[src/rtl/truth_table_sweeper_if.sv]
// Bus between the truth-table sweeper and its user: start/golden-table inputs,
// block-under-test drive/readback, and sweep results. err_cnt_o exists only with TT_SWEEP_ERRCNT_EN.
interface truth_table_sweeper_if #(
    parameter int N_IN = 3
);
    localparam int ROWS = 1 << N_IN;

    logic              start_i;
    logic [ROWS-1:0]   expected_i;
    logic              y_in_i;
    logic [N_IN-1:0]   in_vec_o;
    logic              busy_o;
    logic              done_o;
    logic [ROWS-1:0]   mask_o;
    logic              match_o;
`ifdef TT_SWEEP_ERRCNT_EN
    logic [N_IN:0]     err_cnt_o;

    modport master (
        input  start_i, expected_i, y_in_i,
        output in_vec_o, busy_o, done_o, mask_o, match_o, err_cnt_o
    );
    modport slave (
        output start_i, expected_i, y_in_i,
        input  in_vec_o, busy_o, done_o, mask_o, match_o, err_cnt_o
    );
`else
    modport master (
        input  start_i, expected_i, y_in_i,
        output in_vec_o, busy_o, done_o, mask_o, match_o
    );
    modport slave (
        output start_i, expected_i, y_in_i,
        input  in_vec_o, busy_o, done_o, mask_o, match_o
    );
`endif
endinterface

[src/rtl/truth_table_sweeper.sv]
// Walks every input row of a combinational block, captures its output into a minterm mask
// and compares it against a golden table. Define TT_SWEEP_ERRCNT_EN to add the err_cnt_o mismatch counter.
module truth_table_sweeper #(
    parameter int N_IN   = 3,
    parameter int SETTLE = 1
) (
    input  logic                   clk,
    input  logic                   rst,
    truth_table_sweeper_if.master  bus
);
    localparam int ROWS = 1 << N_IN;
    localparam int CW   = (SETTLE > 1) ? $clog2(SETTLE) : 1;
    localparam logic [N_IN-1:0] LAST_ROW    = N_IN'(ROWS - 1);
    localparam logic [CW-1:0]   SETTLE_LAST = CW'(SETTLE - 1);

    typedef enum logic [1:0] {
        IDLE   = 2'd0,
        DRIVE  = 2'd1,
        SAMPLE = 2'd2,
        DONE   = 2'd3
    } state_e;

    state_e            state_q,  state_d;
    logic [N_IN-1:0]   in_vec_q, in_vec_d;
    logic [CW-1:0]     settle_q, settle_d;
    logic [ROWS-1:0]   exp_q,    exp_d;
    logic [ROWS-1:0]   mask_q,   mask_d;
    logic              match_q,  match_d;
    logic              busy_q,   busy_d;
    logic              done_q,   done_d;
    logic [ROWS-1:0]   mask_smp_s;
`ifdef TT_SWEEP_ERRCNT_EN
    logic [N_IN:0]     err_q,    err_d;
`endif

    // Mask as it will look once the current row's sample is merged in
    always_comb begin
        mask_smp_s           = mask_q;
        mask_smp_s[in_vec_q] = bus.y_in_i;
    end

    // Sweep state machine: next state and next register values
    always_comb begin
        state_d  = state_q;
        in_vec_d = in_vec_q;
        settle_d = settle_q;
        exp_d    = exp_q;
        mask_d   = mask_q;
        match_d  = match_q;
        busy_d   = busy_q;
        done_d   = 1'b0;
`ifdef TT_SWEEP_ERRCNT_EN
        err_d    = err_q;
`endif
        case (state_q)
            IDLE: begin
                if (bus.start_i) begin
                    state_d  = DRIVE;
                    in_vec_d = '0;
                    settle_d = '0;
                    busy_d   = 1'b1;
                    exp_d    = bus.expected_i;
                    mask_d   = '0;
`ifdef TT_SWEEP_ERRCNT_EN
                    err_d    = '0;
`endif
                end else begin
                    state_d = IDLE;
                end
            end
            DRIVE: begin
                if (settle_q == SETTLE_LAST) begin
                    state_d = SAMPLE;
                end else begin
                    settle_d = settle_q + CW'(1);
                end
            end
            SAMPLE: begin
                mask_d = mask_smp_s;
`ifdef TT_SWEEP_ERRCNT_EN
                if (bus.y_in_i != exp_q[in_vec_q]) begin
                    err_d = err_q + (N_IN + 1)'(1);
                end else begin
                    err_d = err_q;
                end
`endif
                // Last row keeps in_vec parked on it until the sweep returns to IDLE
                if (in_vec_q == LAST_ROW) begin
                    state_d = DONE;
                    done_d  = 1'b1;
                    busy_d  = 1'b0;
                    match_d = (mask_smp_s == exp_q);
                end else begin
                    state_d  = DRIVE;
                    in_vec_d = in_vec_q + N_IN'(1);
                    settle_d = '0;
                end
            end
            DONE: begin
                state_d  = IDLE;
                in_vec_d = '0;
            end
            default: begin
                state_d  = IDLE;
                in_vec_d = '0;
                busy_d   = 1'b0;
            end
        endcase
    end

    // State and output registers
    always_ff @(posedge clk or posedge rst) begin
        if (rst) begin
            state_q  <= IDLE;
            in_vec_q <= '0;
            settle_q <= '0;
            exp_q    <= '0;
            mask_q   <= '0;
            match_q  <= 1'b0;
            busy_q   <= 1'b0;
            done_q   <= 1'b0;
`ifdef TT_SWEEP_ERRCNT_EN
            err_q    <= '0;
`endif
        end else begin
            state_q  <= state_d;
            in_vec_q <= in_vec_d;
            settle_q <= settle_d;
            exp_q    <= exp_d;
            mask_q   <= mask_d;
            match_q  <= match_d;
            busy_q   <= busy_d;
            done_q   <= done_d;
`ifdef TT_SWEEP_ERRCNT_EN
            err_q    <= err_d;
`endif
        end
    end

    assign bus.in_vec_o = in_vec_q;
    assign bus.busy_o   = busy_q;
    assign bus.done_o   = done_q;
    assign bus.mask_o   = mask_q;
    assign bus.match_o  = match_q;
`ifdef TT_SWEEP_ERRCNT_EN
    assign bus.err_cnt_o = err_q;
`endif
endmodule

[src/flat_wrapper.sv]
// flat-port wrapper written by rule: the top's interface ports become plain ports
module truth_table_sweeper_flat 
#(
    parameter int N_IN   = 3,
    parameter int SETTLE = 1
)
  (clk, rst, bus_start_i, bus_expected_i, bus_y_in_i, bus_in_vec_o, bus_busy_o, bus_done_o, bus_mask_o, bus_match_o);
  truth_table_sweeper_if #(.N_IN(N_IN)) bus_i ();
  input  logic clk;
  input  logic rst;
  input wire logic [$bits(bus_i.start_i)-1:0] bus_start_i;
  input wire logic [$bits(bus_i.expected_i)-1:0] bus_expected_i;
  input wire logic [$bits(bus_i.y_in_i)-1:0] bus_y_in_i;
  output wire logic [$bits(bus_i.in_vec_o)-1:0] bus_in_vec_o;
  output wire logic [$bits(bus_i.busy_o)-1:0] bus_busy_o;
  output wire logic [$bits(bus_i.done_o)-1:0] bus_done_o;
  output wire logic [$bits(bus_i.mask_o)-1:0] bus_mask_o;
  output wire logic [$bits(bus_i.match_o)-1:0] bus_match_o;
  assign bus_i.start_i = bus_start_i;
  assign bus_i.expected_i = bus_expected_i;
  assign bus_i.y_in_i = bus_y_in_i;
  assign bus_in_vec_o = bus_i.in_vec_o;
  assign bus_busy_o = bus_i.busy_o;
  assign bus_done_o = bus_i.done_o;
  assign bus_mask_o = bus_i.mask_o;
  assign bus_match_o = bus_i.match_o;
  truth_table_sweeper #(.N_IN(N_IN), .SETTLE(SETTLE)) u_core (.clk(clk), .rst(rst), .bus(bus_i));
endmodule
[config.mk]
export PLATFORM = sky130hd
export DESIGN_NAME = truth_table_sweeper_flat
export DESIGN_NICKNAME = d
export VERILOG_FILES = /design/src/rtl/truth_table_sweeper_if.sv /design/src/rtl/truth_table_sweeper.sv /design/src/flat_wrapper.sv
export SDC_FILE = /design/constraint.sdc
export NUM_CORES = 1
export LEC_CHECK = 0
export CORE_UTILIZATION = 49
export DETAILED_ROUTE_END_ITERATION = 10
export PLACE_DENSITY_LB_ADDON = 0.08
export SLEW_MARGIN = 20
export SYNTH_ARGS = -nofsm -noshare
export SYNTH_HDL_FRONTEND = slang
export SYNTH_SLANG_ARGS = --single-unit
[constraint.sdc]
create_clock -name clk -period 1.8 [get_ports clk]
set_input_delay 0.18 -clock clk [delete_from_list [all_inputs] [get_ports clk]]
set_output_delay 0.18 -clock clk [all_outputs]
set_load 0.01 [all_outputs]
## Word level (Yosys, flattened, before mapping)

Index checks and enable logic that the tools add are counted.

| storage, ports and cells | value |
|---|---|
| output and inout port bits | 14 |
| register bits | 25 |

| operators by class | value |
|---|---|
| $lt $le $gt $ge | 2 |
| muxes and demuxes | 21 |
| reductions and logical operators | 11 |
| add/sub/neg operators | 2 |
| equality and inequality tests | 9 |

Operators with widths:

| cell | count |
|---|---|
| case mux 8 bit (2 select lines) | 1 |
| two-way mux 1 bit | 9 |
| case mux 3 bit (3 select lines) | 1 |
| AND reduction 3 bit | 3 |
| bitwise mux 8 bit | 1 |
| == test 8 bit | 1 |
| two-way mux 8 bit | 1 |
| case mux 2 bit (4 select lines) | 1 |
| two-way mux 3 bit | 2 |
| != test 2 bit (second input constant) | 3 |
| AND reduction 2 bit | 3 |
| nonzero test 3 bit | 2 |
| == test 2 bit (second input constant) | 2 |
| < comparator 3 x 4 -> 1 bit (second input constant) | 1 |
| two-way mux 2 bit | 2 |
| adder 3 x 1 -> 3 bit (second input constant) | 1 |
| demux 1 bit (select 3 bit) | 1 |
| == test 3 bit (second input constant) | 1 |
| greater-or-equal comparator 3 x 1 -> 1 bit (second input constant) | 1 |
| case mux 1 bit (3 select lines) | 1 |
| == test 2 x 1 -> 1 bit (second input constant) | 1 |
| logical NOT 2 bit | 1 |
| != test 2 x 1 -> 1 bit (second input constant) | 1 |
| case mux 1 bit (2 select lines) | 1 |
| other kinds (3) | 3 |

## Longest topological paths before layout

| logic depth | value |
|---|---|
| word-level depth | 6 |
| depth in mapped cells | 6 |
| depth with buffers taken out | 6 |

## Worst setup path after synthesis

No wires, ideal clock.

| timing | value |
|---|---|
| path type | flip-flop to flip-flop |
| start point | register u_core.in_vec_q[1] (netlist: u_core.bus.in_vec_o[1]) |
| end point | register u_core.match_q (netlist: u_core.bus.match_o) |
| required time | 1724 ps |
| path slack | 147 ps |
| cell stages (with the launch flop) | 6 |
| setup time | 76 ps |
| buffers on the path | 0 |
| arrival time | 1577 ps |
| clock period less this slack | 1653 ps |
| cells stage by stage | dfrtp_1 > or3b_1 > and3_4 > a2111oi_4 > nand4_1 > o21ai_1 |

| on the way | value |
|---|---|
| cells in the longest elaborated chain, start to end | 6 |
| elaborated cells between the ends (all ways) | 9 |
| classes of those cells | order compare (2); eq/ne (2); mux (3); reduce/logical (2) |

RTL lines:

| what | line | source |
|---|---|---|
| start: declaration | truth_table_sweeper.sv:24 | `logic [N_IN-1:0] in_vec_q, in_vec_d;` |
| start signal: assignment | truth_table_sweeper.sv:127 | `in_vec_q <= in_vec_d;` |
| < comparator 3 x 4 -> 1 bit (not written as such) / greater-or-equal comparator 3 x 1 -> 1 bit (equally long branches) | truth_table_sweeper.sv:39 | `mask_smp_s[in_vec_q] = bus.y_in_i;` |
| logical AND 1 bit (not written as such) | truth_table_sweeper.sv:39 |  |
| two-way mux 1 bit (not written as such) | truth_table_sweeper.sv:39 |  |
| demux 1 bit (select 3 bit) | - |  |
| bitwise mux 8 bit | truth_table_sweeper.sv:39 |  |
| == test 8 bit | truth_table_sweeper.sv:92 | `match_d = (mask_smp_s == exp_q);` |
| end signal: assignment | truth_table_sweeper.sv:131 | `match_q <= match_d;` |
| end: declaration | truth_table_sweeper.sv:28 | `logic match_q, match_d;` |

Several ways; a longest one is shown, not always the timed one.
A chain may end at the register's enable or synchronous reset.

## Worst setup path in the final report

Same ends and word-level chain as after synthesis.

==> flow_metrics.env <==
export IMPL_hold_path_class="in2async"
export IMPL_ir_worst_vdd_uv=987
export IMPL_power_density_nw_per_um2=1300
export IMPL_hpwl_um=2280
export IMPL_fp_coreArea_um2=2540
export IMPL_setup_viol=0
export IMPL_rsz0062_at_grt="false"
export IMPL_slowest_stage="dfrtp_1"
export IMPL_maxCapViolCount=0
export IMPL_cts_root_buf="clkbuf_4"
export IMPL_synth_area_um2=1370
export IMPL_finalClockSkew_ns=0.00435
export IMPL_clk_pin_slew_ns=0.14
export IMPL_drive_gt1_frac=0.153
export IMPL_grt_pass1_vias=1120
export IMPL_hold_viol_final=0
export IMPL_drc_errors=0
export IMPL_fin_ws_ns=0.119
export IMPL_die_h_um=54.8
export IMPL_yosysWarnings=0
export IMPL_grt_use_total=0.233
export IMPL_dp_slack_ns=0.122
export IMPL_fin_tns_setup_ns=0
export IMPL_relSlewSlack=0.673
export IMPL_cts_tree="built"
export IMPL_min_period_ns=1.68
export IMPL_slowest_delay_ns=0.44
export IMPL_p_leak_nw=0.756
export IMPL_drt_total_wl_um=3000
export IMPL_grt_ovfl_total=0
export IMPL_synth_cell_types=40
export IMPL_critPathKind="reg2reg"
export IMPL_cts_hold_buffers=0
export IMPL_cp_arrival_ns=1.94
export IMPL_finalPower_mw=2.32
export IMPL_synthCells=136
export IMPL_critPathMaxFanout=5
export IMPL_grt_first_pass_wirelength_um=4890
export IMPL_initial_core_util=0.537
export IMPL_crit_required_ns=2.06
export IMPL_die_w_um=54.8
export IMPL_io_pins=26
export IMPL_cts_setup_buffers=0
export IMPL_port_buffers=25
export IMPL_finalNetCount=185
export IMPL_synth_common_cells="dfrtp_1 (24), nand2_1 (15), inv_1 (10), o21ai_0 (9)"
export IMPL_status="finished, final reports clean"
export IMPL_synthTopCellsByArea="dfrtp_1 (44%), mux2i_1 (4.4%), mux2_2 (4.1%)"
export IMPL_h_tree_depth=1
export IMPL_timing_hold_ws_ns=0.182
export IMPL_synth_most_common_cell="dfrtp_1"
export IMPL_antenna_diode_count=0
export IMPL_tightest_slew_ns=0.487
export IMPL_vias=1164
export IMPL_yosys_area_top_type="dfrtp_1"
export IMPL_netlist_area_leader_share=0.440
export IMPL_syn_to_final_growth_pct=30.6
export IMPL_dr_pass1_iters=4
export IMPL_cts_buffer_depth=2
export IMPL_rows=18
export IMPL_cts_made_buffers=3
export IMPL_grt_max_degree=25
export IMPL_antenna_found_initial=0
export IMPL_post_route_period_util=0.934
export IMPL_synth_edf_count=0
export IMPL_syn_num_nets=150
export IMPL_wl_per_cell_um=15.0
export IMPL_critical_path_endpoint_type="flip-flop"
export IMPL_async_flop_share=1.00
export IMPL_ant_nets=0
export IMPL_max_freq_mhz=595
export IMPL_dieArea_um2=3000
export IMPL_synth_seq_cells=24
export IMPL_final_max_slew_violation_count=0
export IMPL_synthFlopType="dfrtp_1"
export IMPL_insertion_delay_ns=0.32
export IMPL_place_gp_congestion=0.856
export IMPL_drt_iter0_markers=17
export IMPL_synth_seq_area_share=0.440
export IMPL_cp_cell_sequence="or3b_1, and3_4, a2111oi_4, nand4_1, o21ai_1"
export IMPL_avgSynthCellArea_um2=10.0
export IMPL_worst_setup_path_start_kind="flip-flop"
export IMPL_clkSinkCount=24
export IMPL_via_per_inst=5.82
-- sequential cells by signal, indices dropped and copies added, names as in the netlist --
register	flops
u_core.bus.match_o	1
u_core.exp_q	8
u_core.bus.done_o	1
u_core.bus.in_vec_o	3
u_core.bus.busy_o	1
u_core.bus.mask_o	8
u_core.state_q	2
-- timing repair --
| action | 4_1_cts | 5_1_grt |
|---|---|---|
| resized for setup | 0 | 2 |
| hold endpoints to repair | 0 | 0 |
| endpoints found under the setup margin | 0 | 1 |
-- critical path, delay by kind of cell, from the launching register on --
family	cells	cell delay (ns)
AOI/OAI and AO/OA	2	0.44
and+or+nand+nor	3	0.74
DFF	1	0.44
-- final cells by class --
class / instances / area (um^2)
repair buffers: 36 / 353
well taps: 30 / 37.5
clock buffers: 3 / 22.5
inverters: 10 / 37.5
flip-flops and latches: 24 / 601
fillers: 224 / 761
clock inverters: 1 / 30.0
multi-input cells: 96 / 703
-- final timing paths --
path	startpoint	endpoint	slack [ns]	cells after the start
worst min-delay path	rst	u_core.exp_q[6]	0.18	3
max in group asynchronous	rst	u_core.bus.mask_o[2]	1.38	3
worst min register to register	u_core.bus.busy_o	u_core.bus.busy_o	0.49	1
worst max-delay path	u_core.bus.in_vec_o[1]	u_core.bus.match_o	0.12	5
min in group clk	bus_expected_i[4]	u_core.exp_q[4]	0.40	3
worst max register to register	u_core.bus.in_vec_o[1]	u_core.bus.match_o	0.12	5
-- layer usage --
metal | part of all wire | track usage | up-vias | wire (um)
met2 | 0.52 | 0.412 | 32 | 1570
li1 | - | - | 566 | -
met4 | 0.013 | 0.0897 | 0 | 40
met3 | 0.042 | 0.0278 | 6 | 127
met5 | 0 | 0 | - | 0
met1 | 0.42 | 0.285 | 560 | 1260
-- power by group --
part	switching (mW)	total (mW)	internal [mW]
Combinational	0.512	1.05	0.541
Sequential	0.176	0.875	0.699
Clock	0.168	0.393	0.225
-- cells by family (layout without fill, tap and decap cells) --
group,count (synthesis),in the layout,synth area share
AND/OR/NAND/NOR,44,44,0.201
AO/OA/AOI/OAI,34,34,0.179
flip-flops,24,24,0.440
buffers and inverters,16,50,0.0458
multiplexers,11,11,0.0852
XOR/XNOR,5,5,0.0321
adder cells (fa/ha/maj),2,2,0.0183
-- layout by cell type (no fill, tap or decap), types with 2 or more instances in the layout --
cell type and n:
inv_1 10, a221oi_1 2, xor2_1 3, a311oi_1 3
nor2_1 2, o22ai_1 5, nor3b_2 2, o21ai_0 9
nor3_1 2, clkbuf_4 3, clkdlybuf4s50_1 25, a21oi_1 5
nand3b_1 3, mux2i_1 6, xnor2_1 2, nand4_1 3
nor2b_1 2, buf_4 8, nor3b_1 6, mux2_2 5
a22o_1 2, nand2_1 15, dfrtp_1 24, buf_6 2
ha_1 2
-- stage by stage --
step                instance area (um^2)  instances  utilization
finish                              1780        200        0.701
detailed placement                  1720        196        0.677
floorplan                           1370        136            -
global placement                    1720        196        0.677
CTS                                 1780        200        0.698
global route                        1780        200        0.701
(Power assumes the default switching activity.)
